**config.mk**
```make
export PLATFORM = sky130hd
export DESIGN_NAME = div_unit
export DESIGN_NICKNAME = d
export VERILOG_FILES = /design/src/rtl/div_unit_pkg.sv /design/src/rtl/div_unit_core.sv /design/src/rtl/div_unit.sv
export SDC_FILE = /design/constraint.sdc
export NUM_CORES = 1
export LEC_CHECK = 0
export ABC_AREA = 1
export CAP_MARGIN = 20
export CORE_ASPECT_RATIO = 0.8
export CORE_MARGIN = 5
export CORE_UTILIZATION = 30
export CTS_CLUSTER_DIAMETER = 80
export DETAILED_ROUTE_END_ITERATION = 8
export SLEW_MARGIN = 20
export SYNTH_ARGS = -nofsm -noshare
export SYNTH_HDL_FRONTEND = slang
export SYNTH_SLANG_ARGS = --single-unit
```
**constraint.sdc**
```tcl
create_clock -name clk -period 4.1 [get_ports clk]
set_input_delay 0.615 -clock clk [delete_from_list [all_inputs] [get_ports clk]]
set_output_delay 0.615 -clock clk [all_outputs]
set_load 0.03 [all_outputs]
```
**src/rtl/div_unit_pkg.sv**
```systemverilog
// Shared EX-stage defines: ALU-control opcodes used by div_unit.
// Imported by the divider and anything decoding alucontrol.
package div_unit_pkg;

  localparam logic [7:0] EXE_ADD_OP  = 8'b0010_0000;
  localparam logic [7:0] EXE_DIV_OP  = 8'b0001_1010;
  localparam logic [7:0] EXE_DIVU_OP = 8'b0001_1011;

endpackage

```
**src/rtl/div_unit_core.sv**
```systemverilog
// div_core: unsigned restoring shift-subtract datapath,
// one quotient bit per step, WIDTH steps per division.
module div_core #(
  parameter int WIDTH = 32
) (
  input  logic             clk,
  input  logic             rst,
  input  logic             load,
  input  logic             step,
  input  logic [WIDTH-1:0] dividend,
  input  logic [WIDTH-1:0] divisor,
  output logic             done,
  output logic [WIDTH-1:0] quo,
  output logic [WIDTH-1:0] rem
);

  localparam int CW = $clog2(WIDTH) + 1;

  logic [2*WIDTH:0] pr;
  logic [2*WIDTH:0] sh;
  logic [2*WIDTH:0] pr_nx;
  logic [WIDTH:0]   diff;
  logic [WIDTH-1:0] dvsr;
  logic [CW-1:0]    cnt;

  // quo/rem reflect the value after this step, so the
  // caller can capture them on the final step's edge
  always_comb begin
    sh    = {pr[2*WIDTH-1:0], 1'b0};
    diff  = sh[2*WIDTH:WIDTH] - {1'b0, dvsr};
    pr_nx = sh;
    if (!diff[WIDTH])
      pr_nx = {diff, sh[WIDTH-1:1], 1'b1};
    done = step && (cnt == CW'(WIDTH - 1));
    quo  = pr_nx[WIDTH-1:0];
    rem  = pr_nx[2*WIDTH-1:WIDTH];
  end

  always_ff @(posedge clk) begin
    if (rst) begin
      pr   <= '0;
      dvsr <= '0;
      cnt  <= '0;
    end else if (load) begin
      pr   <= {{(WIDTH+1){1'b0}}, dividend};
      dvsr <= divisor;
      cnt  <= '0;
    end else if (step) begin
      pr  <= pr_nx;
      cnt <= cnt + 1'b1;
    end
  end

endmodule

```
**src/rtl/div_unit.sv**
```systemverilog
// EX-stage iterative DIV/DIVU unit with sign fix and stall.
// Optional divide-by-zero fast path: DIV_ZERO_DETECT_EN.
module div_unit
  import div_unit_pkg::*;
#(
  parameter int WIDTH = 32
) (
  input  logic             clk,
  input  logic             rst,
  input  logic [7:0]       alucontrol,
  input  logic             valid,
  input  logic             cancel,
  input  logic [WIDTH-1:0] a,
  input  logic [WIDTH-1:0] b,
  output logic             stall,
  output logic             ready,
  output logic [WIDTH-1:0] hi,
  output logic [WIDTH-1:0] lo
`ifdef DIV_ZERO_DETECT_EN
  ,
  output logic             div_zero
`endif
);

  typedef enum logic [1:0] {
    S_IDLE,
    S_CALC,
    S_DONE
  } state_t;

  state_t state;

  logic             is_div;
  logic             is_divu;
  logic             start;
  logic             load;
  logic             zskip;
  logic             qneg;
  logic             rneg;
  logic [WIDTH-1:0] a_mag;
  logic [WIDTH-1:0] b_mag;
  logic             core_done;
  logic [WIDTH-1:0] quo;
  logic [WIDTH-1:0] rem;

  assign is_div  = alucontrol == EXE_DIV_OP;
  assign is_divu = alucontrol == EXE_DIVU_OP;
  assign start   = valid && !cancel
                && (is_div || is_divu)
                && state == S_IDLE;

`ifdef DIV_ZERO_DETECT_EN
  assign zskip = b == '0;
`else
  assign zskip = 1'b0;
`endif

  assign load  = start && !zskip;
  assign stall = start || state == S_CALC;

  assign a_mag = (is_div && a[WIDTH-1]) ? -a : a;
  assign b_mag = (is_div && b[WIDTH-1]) ? -b : b;

  div_core #(.WIDTH(WIDTH)) u_core (
    .clk      (clk),
    .rst      (rst),
    .load     (load),
    .step     (state == S_CALC),
    .dividend (a_mag),
    .divisor  (b_mag),
    .done     (core_done),
    .quo      (quo),
    .rem      (rem)
  );

  always_ff @(posedge clk) begin
    if (rst) begin
      state <= S_IDLE;
      qneg  <= 1'b0;
      rneg  <= 1'b0;
      ready <= 1'b0;
      hi    <= '0;
      lo    <= '0;
`ifdef DIV_ZERO_DETECT_EN
      div_zero <= 1'b0;
`endif
    end else begin
      ready <= 1'b0;
`ifdef DIV_ZERO_DETECT_EN
      div_zero <= 1'b0;
`endif
      case (state)
        S_IDLE: if (start) begin
          qneg  <= is_div && (a[WIDTH-1] ^ b[WIDTH-1]);
          rneg  <= is_div && a[WIDTH-1];
          state <= S_CALC;
`ifdef DIV_ZERO_DETECT_EN
          if (zskip) begin
            state    <= S_DONE;
            ready    <= 1'b1;
            hi       <= a;
            lo       <= '1;
            div_zero <= 1'b1;
          end
`endif
        end
        S_CALC: if (cancel) begin
          state <= S_IDLE;
        end else if (core_done) begin
          state <= S_DONE;
          ready <= 1'b1;
          lo    <= qneg ? -quo : quo;
          hi    <= rneg ? -rem : rem;
        end
        S_DONE:  state <= S_IDLE;
        default: state <= S_IDLE;
      endcase
    end
  end

endmodule

```
==> reports/results.ini, run 1 <==
[timing]
drv_slew = 0
max-slew-margin-rel_pct = 36.2
setup_violations = 0
skew_ns = 0.0229
hold_viol = 0
worst_pin_slew_ns = 0.956
period_needed_ns = 3.79
clock.fmax_mhz = 264
fin_crit_sh_pct = 92.6
fin_hold_ws_ns = 0.481
fin_ws_ns = 0.305

[critical_path]
critPathCaptureType = flip-flop
arrival_ns = 4.19
crit_required_ns = 4.49
critical_path_class = reg -> reg
cpMostUsedCell = nand2_1
path_max_fanout = 3
start_kind = flip-flop
critPathBufInv = 4
cp_top_family = simple AND/OR/NAND/NOR gates
slowest_stage = fa_2
slowest_delay_ns = 0.35

[clock_network]
clk_latency_ns = 0.46
tritoncts = done
clk_path_buf_depth = 2
numCtsBuffers = 17
clk_pin_slew_ns = 0.07
cts_root_buf = clkbuf_16
cts_sinks = 171
htreeDepth = 4

[placement]
place_ws_ns = 0.0964
dp_hpwl_mm = 38.9
gp_congestion = 0.946
place_area_um2 = 15200
portBuffers = 141

[power]
leakage_nw = 7.70
power_density_nw_per_um2 = 262
finalPower_mw = 4.17
ir_drop_mv = 0.300

[floorplan]
die_x_um = 244
core_area_um2 = 43100
die_h_um = 197
start_util_pct = 30.4
die-area_um2 = 48000
rows = 68
ios = 142

[synth]
yosysWarnings = 0
synthCells = 2218
synthesis.area_um2 = 13100
ys_seq_elements = 171
synth_edf_count = 0
syn-num-nets = 2332
ys_types = 57
ys.flop_type = dfxtp_1
ys_seq_area_share_pct = 26.1
async_flop_share_pct = 0
post_synth.cell_area_avg_um2 = 5.90

[run]
cap_violations = 0

[drt]
viasPerCell = 4.93
wirelength_mm = 48.6
drt_iter0_drc = 1372
drc = 0
route.vias.total = 14400
antenna_left = 0
wl_per_cell_um = 16.6
first_pass_iters = 6

[final_layout]
final.fill_count = 4630
nets = 2460
area_delta_synth_final_pct = 21.5
final_layout_size_suffix_gt1_share_pct = 6.44
design_area_um2 = 15900
utilization_pct = 36.9

[grt]
grt_pass1_vias = 13200
antenna_found_initial = 1
grt_pass1_wl_mm = 75.2
grt_usage_pct = 19.7
overflow = 0
grt_max_degree = 112

[status]
outcome = finished, final reports clean

[worst_hold_path]
hold_class = reg -> reg

==> layer usage <==
metal	share of wire [%]	wire, µm	global-route usage [%]	up-vias
met1	49	23600	29.2	6552
met3	7.5	3650	4.16	53
met5	0	0	0	-
met4	1.8	864	4.14	0
li1	-	-	-	7340
met2	42	20400	29.6	462
==> registers in the layout (all words and copies together), names as in the netlist <==
register     count
u_core.dvsr     32
rneg             1
state            2
hi              32
qneg             1
u_core.cnt       6
ready            1
lo              32
u_core.pr       64
==> placed cells by master (no fill, tap or decap), types with 6 or more instances in the layout <==
master | netlist | final
a21oi_1 | 133 | 133
a31oi_1 | 14 | 14
buf_4 | 2 | 42
clkbuf_16 | 0 | 17
clkdlybuf4s50_1 | 0 | 139
dfxtp_1 | 171 | 171
ha_1 | 37 | 36
inv_1 | 369 | 368
inv_2 | 5 | 6
nand2_1 | 606 | 604
nand2_2 | 15 | 17
nand3_1 | 136 | 133
nand3b_1 | 9 | 9
nand4_1 | 16 | 16
nor2_1 | 221 | 216
nor2_2 | 12 | 16
nor3_1 | 44 | 42
nor4_1 | 12 | 11
o211ai_1 | 19 | 19
o21ai_0 | 159 | 154
o21ai_1 | 11 | 15
o21bai_1 | 6 | 6
o221ai_1 | 7 | 7
o22ai_1 | 22 | 22
o32ai_1 | 9 | 9
xnor2_1 | 18 | 18
xor2_1 | 40 | 40
==> cell usage after synthesis, types with 3 or more instances <==
| cell type | instances | area [µm²] |
|---|---|---|
| nand2_1 | 606 | 2270 |
| inv_1 | 369 | 1390 |
| nor2_1 | 221 | 830 |
| dfxtp_1 | 171 | 3420 |
| o21ai_0 | 159 | 796 |
| nand3_1 | 136 | 681 |
| a21oi_1 | 133 | 666 |
| clkbuf_1 | 61 | 229 |
| nor3_1 | 44 | 220 |
| xor2_1 | 40 | 350 |
| ha_1 | 37 | 463 |
| o22ai_1 | 22 | 138 |
| o211ai_1 | 19 | 143 |
| xnor2_1 | 18 | 158 |
| nand4_1 | 16 | 100 |
| nand2_2 | 15 | 93.8 |
| a31oi_1 | 14 | 87.6 |
| nor2_2 | 12 | 75.1 |
| nor4_1 | 12 | 75.1 |
| o21ai_1 | 11 | 55.1 |
| nand3b_1 | 9 | 67.6 |
| o32ai_1 | 9 | 78.8 |
| o221ai_1 | 7 | 61.3 |
| o21bai_1 | 6 | 45.0 |
| buf_2 | 5 | 25.0 |
| inv_2 | 5 | 18.8 |
| nand2_4 | 5 | 56.3 |
| or2_2 | 5 | 31.3 |
| a32o_1 | 4 | 40.0 |
| and3_1 | 4 | 25.0 |
| buf_1 | 4 | 15.0 |
| buf_6 | 4 | 45.0 |
| clkinv_1 | 3 | 11.3 |
==> metrics by stage <==
step,cells,TNS (ns)
4_1_cts,2918,0
2_1_floorplan,2218,0
3_3_place_gp,2886,0
6_report,2920,0
5_1_grt,2919,-0.00677
3_5_place_dp,2886,0
==> final timing paths <==
path | start | to | slack, ns | cells after the start
max | u_core.pr[31] | lo[28] | 0.31 | 27
min | u_core.dvsr[0] | u_core.dvsr[0] | 0.48 | 2
max reg2reg | u_core.pr[31] | lo[28] | 0.31 | 27
min reg2reg | u_core.dvsr[0] | u_core.dvsr[0] | 0.48 | 2
==> kinds of logic (layout without fill, tap and decap cells) <==
family / count (synthesis) / in the layout / share of synthesized area [%]
and+or+nand+nor: 1098 / 1098 / 35.8
adders and majority gates: 38 / 38 / 3.69
DFF: 171 / 171 / 26.1
other: 0 / 1 / 0
buffers and inverters: 454 / 595 / 13.4
xor gates and xnor gates: 58 / 58 / 3.88
AOI/OAI and AO/OA: 399 / 399 / 17.1
==> what timing repair did <==
action / 4_1_cts / 5_1_grt
gates resized for setup: 0 / 22
endpoints found under the setup margin: 0 / 29
setup buffers: 0 / 0
hold buffers: 0 / 0
==> power breakdown <==
group | internal, mW | total [mW] | switching, mW | leakage, nW
Clock | 0.884 | 1.68 | 0.796 | 0.286
Sequential | 1.66 | 1.66 | 0.00163 | 1.38
Combinational | 0.275 | 0.826 | 0.551 | 6.04
Total | 2.82 | 4.17 | 1.35 | 7.70
==> layout make-up <==
type                    count  area, µm²  share of cell area, %
multi-input cells        1593       7980                   50.1
repair buffers            186       1800                   11.3
diodes                      1       2.50                 0.0157
inverters                 377       1420                   8.89
clock buffers              19        443                   2.78
clock inverters            13        155                  0.975
well taps                 560        701                   4.40
flip-flops and latches    171       3420                   21.5
==> tightest hold or removal path, delay by kind of cell, from the launching register on <==
family,cells,cell delay [ns]
and+or+nand+nor,1,0.05
AOI/OAI and AO/OA,1,0.06
DFF,1,0.33
No activity file was read; power rests on OpenSTA's default activity.
==> run 2, diff against run 1 <==
--- a/config.mk
+++ b/config.mk
@@ -12,6 +12,8 @@
 export CORE_UTILIZATION = 30
 export CTS_CLUSTER_DIAMETER = 80
 export DETAILED_ROUTE_END_ITERATION = 8
+export GPL_ROUTABILITY_DRIVEN = 0
+export PLACE_DENSITY = 0.59
 export SLEW_MARGIN = 20
 export SYNTH_ARGS = -nofsm -noshare
 export SYNTH_HDL_FRONTEND = slang
==> run 2 against run 1 <==
  * Sequential share of layout area increased by 0.14 points
  * Global-route usage decreased by 0.32 points
  * Flip-flop and latch count unchanged
  * Power decreased by 0.59%
  * Clock skew decreased by 0.0066 ns
  * Die area unchanged
  * Cell count decreased by 0.27%
  * Final area decreased by 0.66%
  * Critical endpoint unchanged
  * Highest routed layer is now met5
==> reports/results.ini, run 2 (synthesis gave the netlist of run 1 again) <==
[timing]
fin_hold_ws_ns = 0.482  ; +0.00107 ns
period_needed_ns = 3.77  ; -0.0202 ns
setup_tns_ns = 0  ; unchanged
clock.fmax_mhz = 265  ; +0.54%
setup_violations = 0  ; unchanged
drv_slew = 0  ; unchanged
max-slew-margin-rel_pct = 33.4  ; -2.8 points
fin_crit_sh_pct = 92.1  ; -0.49 points
worst_pin_slew_ns = 0.998  ; +0.0426 ns
hold_viol = 0  ; unchanged
skew_ns = 0.0163  ; -0.00662 ns

[status]
outcome = finished, final reports clean

[grt]
grt_pass1_vias = 13300  ; +0.79%
grt_pass1_wl_mm = 74.5  ; -0.95%
grt_usage_pct = 19.4  ; -0.32 points
overflow = 0  ; unchanged
grt_max_degree = 112  ; unchanged
antenna_found_initial = 1  ; unchanged

[critical_path]
cp_top_family = simple AND/OR/NAND/NOR gates
critical_path_class = reg -> reg
path_max_fanout = 3  ; unchanged
crit_required_ns = 4.50  ; about the same
slowest_stage = fa_2
critPathCaptureType = flip-flop
cpMostUsedCell = nand2_1
start_kind = flip-flop
slowest_delay_ns = 0.35  ; about the same
arrival_ns = 4.17  ; -0.02 ns
critPathBufInv = 4  ; unchanged

[floorplan]
core_area_um2 = 43100  ; unchanged
die_x_um = 244  ; unchanged
start_util_pct = 30.4  ; unchanged
rows = 68  ; unchanged
ios = 142  ; unchanged
die_h_um = 197  ; unchanged
die-area_um2 = 48000  ; unchanged

[placement]
dp_hpwl_mm = 38.1  ; -2.1%
place_inst = 2880  ; -0.21%
portBuffers = 141  ; unchanged

[power]
finalPower_mw = 4.15  ; -0.59%
ir_drop_mv = 0.326  ; +8.7%
power_density_nw_per_um2 = 262  ; about the same
leakage_nw = 7.66  ; -0.58%

[final_layout]
top_register = u_core.pr
final.fill_count = 4621  ; -0.19%
seq_area_um2 = 3420  ; unchanged
final_cell_mix = 604 x nand2_1, 368 x inv_1, 218 x nor2_1, 171 x dfxtp_1, 155 x o21ai_0
layout_commonest_cell = nand2_1
multi_input_area_um2 = 7950  ; -0.28%
nets = 2453  ; -0.28%
final_layout_size_suffix_gt1_share_pct = 5.95  ; -0.49 points
antenna_cells = 0  ; -1
area_delta_synth_final_pct = 20.7
largest_register_ffs = 64  ; unchanged
instances_no_fill = 2912  ; -0.27%

[drt]
wirelength_mm = 47.5  ; -2.1%
viasPerCell = 4.96  ; +0.54%
drt_iter0_drc = 1645  ; +20%
antenna_left = 0  ; unchanged
wl_per_cell_um = 16.3  ; -1.9%
drc = 0  ; unchanged
route.vias.total = 14400  ; +0.26%
first_pass_iters = 5  ; -1

[clock_network]
numCtsBuffers = 17  ; unchanged
clk_path_buf_depth = 2  ; unchanged
clk_pin_slew_ns = 0.07  ; about the same
htreeDepth = 4  ; unchanged
hold_buffers = 0  ; unchanged
cts_sinks = 171  ; unchanged
tritoncts = done
cts_root_buf = clkbuf_16
clk_latency_ns = 0.46  ; about the same

[run]
cap_violations = 0  ; unchanged

[worst_hold_path]
hold_class = reg -> reg

==> run 2: changes by cell type in the layout (fill, tap and decap cells not counted), sizes merged <==
cell	change
clkinv	+3
clkbuf	-1
diode	-1
inv	-2
buf	-7
==> run 2: worst min-delay path: stages, from the launching register on <==
cell and delay [ns]:
dfxtp_1 0.34, nand2_1 0.05, o21ai_0 0.06
==> run 2: repair_timing <==
action | 4_1_cts | 5_1_grt
buffers inserted | 0 | 0
setup endpoints to repair | 0 | 14
resized for setup | 0 | 12
==> run 2: stage by stage <==
stage	utilization (%)	setup slack, ns	area [µm²]
2_1_floorplan	-	0.0798	13100
3_3_place_gp	35.2	0.139	15200
3_5_place_dp	35.2	0.204	15200
4_1_cts	36.6	0.167	15800
5_1_grt	36.7	-0.0200	15800
6_report	36.7	0.325	15800
==> run 2: where the power goes <==
group | internal, mW | switching, mW | total (mW) | leakage (nW)
Clock | 0.880 | 0.791 | 1.67 | 0.288
Combinational | 0.271 | 0.541 | 0.812 | 5.99
Sequential | 1.66 | 0.00177 | 1.66 | 1.38
==> run 2: metal layers <==
layer / routed length (µm) / track usage, %
met1: 22300 / 28.2
met2: 20100 / 29.7
met3: 4230 / 4.09
met4: 803 / 4.05
met5: 5 / 0
==> run 2: final cells by class <==
| class | count | share of cell area [%] |
|---|---|---|
| Multi-Input combinational cell | 1593 | 50.3 |
| Sequential cell | 171 | 21.7 |
| Timing Repair Buffer | 179 | 10.9 |
| Inverter | 377 | 8.95 |
| Tap cell | 560 | 4.43 |
| Clock buffer | 18 | 2.78 |
| Clock inverter | 14 | 1.01 |
==> run 2: final timing paths <==
check	startpoint	to	slack (ns)	cells past startpoint
setup reg to reg	u_core.pr[31]	lo[28]	0.33	27
setup / recovery	u_core.pr[31]	lo[28]	0.33	27
hold reg to reg	u_core.dvsr[0]	u_core.dvsr[0]	0.48	2
hold / removal	u_core.dvsr[0]	u_core.dvsr[0]	0.48	2
==> run 3, diff against run 2 <==
--- a/config.mk
+++ b/config.mk
@@ -17,4 +17,5 @@
 export SLEW_MARGIN = 20
 export SYNTH_ARGS = -nofsm -noshare
 export SYNTH_HDL_FRONTEND = slang
+export SYNTH_HIERARCHICAL = 1
 export SYNTH_SLANG_ARGS = --single-unit
==> run 3 against run 2 <==
  * Clock skew is 0.0019 ns lower
  * Critical endpoint is now hi[16]
  * Largest power group is now registers
  * Combinational power is 29% lower
  * Power is 6.1% lower
==> reports/results.ini, run 3 <==
[status]
outcome = finished, final reports clean

[power]
seqPwrFrac_pct = 42.7  ; +2.6 points
clkPwrFrac_pct = 42.4  ; +2.1 points
power_density_nw_per_um2 = 236  ; -9.9%
leakage_nw = 8.13  ; +6.2%
swShare_pct = 30.9  ; -1.3 points
ir_drop_mv = 0.238  ; -27%
p_int_mw = 2.69  ; -4.3%
switching_power_mw = 1.20  ; -9.9%
p_comb_share_pct = 14.9  ; -4.7 points

[floorplan]
die_h_um = 205  ; +4.0%
die_x_um = 253  ; +4.0%
die-area_um2 = 51900  ; +8.2%
start_util_pct = 30.3  ; -0.093 points
ios = 142  ; unchanged
rows = 71  ; +4.4%
core_area_um2 = 47000  ; +8.9%

[synth]
synth_top_area_share_pct = 24.1  ; -2.1 points
ys_seq_area_share_pct = 24.1  ; -2.1 points
synth_edf_count = 0  ; unchanged
yosys-top-cells-count = 683 x nand2_1, 391 x inv_1, 322 x nor2_1, 190 x nand3_1, 171 x dfxtp_1
synthesis.area_um2 = 14200  ; +8.6%
synthCells = 2408  ; +8.6%
syn-num-nets = 2522  ; +8.1%
ys_seq_elements = 171  ; unchanged
synth_area_leader_cell = dfxtp_1
post-synth-top-count-cell = nand2_1
yosysWarnings = 6  ; +6
ys_types = 53  ; -7.0%
async_flop_share_pct = 0  ; unchanged
post_synth.cell_area_avg_um2 = 5.91  ; about the same
ys_top_cells_by_area = dfxtp_1 24%, nand2_1 18%, inv_1 10%, nor2_1 8.5%, nand3_1 6.7%
ys.flop_type = dfxtp_1

[critical_path]
slowest_delay_ns = 0.41  ; +0.06 ns
reg2reg_depth = 26  ; -3.7%
path_max_fanout = 6  ; +3
critPathBufInv = 4  ; unchanged
critical_path_class = reg -> reg
critPathCaptureType = flip-flop
reg2reg_to = hi[16]
slowest_stage = fa_1
worst-path-stages = 26  ; -3.7%
r2r-start = u_core/pr[31]
cpMostUsedCell = nand2_1
start_kind = flip-flop
crit_required_ns = 4.46  ; -0.04 ns
arrival_ns = 4.12  ; -0.05 ns
ff2ff_setup_slack_ns = 0.34  ; +0.02 ns
cp_top_family = simple AND/OR/NAND/NOR gates

[worst_hold_path]
min_path_cells = 2  ; unchanged
hold_class = reg -> reg
hold_end = u_core/dvsr[29]
holdCritStartpoint = u_core/dvsr[29]

[drt]
drt_iter0_drc = 1382  ; -16%
wirelength_mm = 48.1  ; +1.2%
first_pass_iters = 8  ; +3
drc = 0  ; unchanged
antenna_left = 0  ; unchanged
wl_per_cell_um = 15.5  ; -5.3%
route.vias.total = 15000  ; +3.9%
viasPerCell = 4.83  ; -2.7%

[final_layout]
antenna_cells = 0  ; unchanged
design_area_um2 = 16500  ; +4.2%
instances_no_fill = 3111  ; +6.8%
area_delta_synth_final_pct = 15.8
layout_commonest_cell = nand2_1
top_register = u_core/pr
nets = 2592  ; +5.7%
final_cell_mix = 683 x nand2_1, 390 x inv_1, 322 x nor2_1, 190 x nand3_1, 171 x dfxtp_1
utilization_pct = 35.0  ; -1.6 points
largest_register_ffs = 64  ; unchanged
final_layout_size_suffix_gt1_share_pct = 6.42  ; +0.47 points

[timing]
rsz0062_at_grt = no
period_needed_ns = 3.76  ; -0.0163 ns
worst_pin_slew_ns = 1.06  ; +0.0575 ns
fin_crit_sh_pct = 91.7  ; -0.40 points
skew_ns = 0.0144  ; -0.00187 ns
max-slew-margin-rel_pct = 29.5  ; -3.9 points
drv_slew = 0  ; unchanged
setup_tns_ns = 0  ; unchanged
fin_ws_ns = 0.342  ; +0.0163 ns
setup_violations = 0  ; unchanged
clock.fmax_mhz = 266  ; +0.43%
hold_viol = 0  ; unchanged

[grt]
grt_usage_pct = 17.9  ; -1.5 points
overflow = 0  ; unchanged
grt_max_degree = 73  ; -35%
antenna_found_initial = 0  ; -1
grt_pass1_wl_mm = 74.0  ; -0.70%
grt_pass1_vias = 13300  ; +0.098%

[clock_network]
htreeDepth = 4  ; unchanged
hold_buffers = 0  ; unchanged
numCtsBuffers = 17  ; unchanged
tritoncts = done
cts_sinks = 171  ; unchanged
clk_latency_ns = 0.45  ; about the same
cts_root_buf = clkbuf_16
clk_pin_slew_ns = 0.08  ; about the same
clk_path_buf_depth = 2  ; unchanged

[placement]
place_area_um2 = 15900  ; +4.6%
place_inst = 3079  ; +6.9%
place_ws_ns = 0.366  ; +0.162 ns
portBuffers = 141  ; unchanged
dp_hpwl_mm = 38.9  ; +2.1%

[run]
cap_violations = 0  ; unchanged

run 3: cell types whose count changed in the layout (fill, tap and decap cells not counted), moves of 10 or more:
cell,change
buf_4,-23
o21ai_0,-55
nor2_1,+104
nor3_1,-17
a21oi_1,-43
inv_1,+22
a22oi_1,+15
nor4_1,-10
nand2_1,+79
nand3_2,+18
xor2_1,+31
nand3_1,+54
o22ai_1,-21
run 3: worst max path at each step:
stage,start,to,slack [ns]
2_1_floorplan,u_core/pr[31],hi[24],1.08
3_3_place_gp,u_core/pr[31],hi[30],0.39
3_5_place_dp,u_core/pr[31],hi[30],0.37
4_1_cts,u_core/pr[31],hi[30],0.34
5_1_grt,u_core/pr[31],hi[31],0.11
6_report,u_core/pr[31],hi[16],0.34
run 3: metal layers:
metal / vias to the layer above / wire, µm / GRT usage [%]
met5: - / 0 / 0
li1: 7602 / - / -
met1: 6795 / 23300 / 26.4
met2: 539 / 20100 / 26.4
met4: 0 / 1160 / 5.42
met3: 75 / 3580 / 3.38
run 3: power groups by stage:
stage	registers, mW	logic (mW)	clock network (mW)
after floorplan	1.70	0.362	0
after global placement	1.70	0.566	0
final	1.66	0.580	1.65
after detailed placement	1.70	0.570	0
after global routing	1.66	0.637	1.74
after CTS	1.66	0.572	1.68
run 3: kinds of logic after synthesis:
| kind of cell | count (synthesis) | share of synthesized area, % |
|---|---|---|
| flip-flops | 171 | 24.1 |
| adder cells (fa/ha/maj) | 38 | 3.40 |
| buffers and inverters | 512 | 15.5 |
| XOR/XNOR | 80 | 4.93 |
| AO/OA/AOI/OAI | 279 | 11.7 |
| AND/OR/NAND/NOR | 1328 | 40.4 |
run 3: worst reg2reg max path, cell delays in order (launching register included):
cell and delay, ns:
dfxtp_1 0.35, inv_1 0.05, ha_1 0.22, fa_1 0.41
inv_1 0.12, nand2_1 0.06, nand2_1 0.07, nand3_1 0.09
nand2_2 0.14, nand2_2 0.08, nand2_4 0.08, nand2_4 0.07
nand3_1 0.22, nand2_1 0.15, nand2_1 0.10, nand2_1 0.10
inv_1 0.12, ha_1 0.21, nand3_2 0.13, nor2_4 0.19
nand2_1 0.17, o21ai_4 0.23, nor2_1 0.06, nor2_1 0.09
nand2_1 0.07, nand2_1 0.06, inv_1 0.03
run 3: final cells by class:
| type | count | area (µm²) |
|---|---|---|
| well taps | 620 | 776 |
| flip-flops and latches | 171 | 3420 |
| fillers | 5012 | 30500 |
| inverters | 407 | 1530 |
| multi-input cells | 1725 | 8600 |
| clock buffers | 18 | 439 |
| repair buffers | 156 | 1550 |
| clock inverters | 14 | 149 |
run 3: repair_timing:
action,4_1_cts,5_1_grt
endpoints found under the setup margin,0,7
resized for setup,0,1
endpoints found under the hold margin,0,0
buffers inserted,0,0
run 3: per-stage QoR:
| step | power [mW] | hold WS (ns) |
|---|---|---|
| 6_report | 3.89 | 0.467 |
| 5_1_grt | 4.04 | 0.480 |
| 4_1_cts | 3.92 | 0.468 |
| 3_5_place_dp | 2.27 | 0.459 |
| 3_3_place_gp | 2.27 | 0.449 |
| 2_1_floorplan | 2.06 | 0.434 |
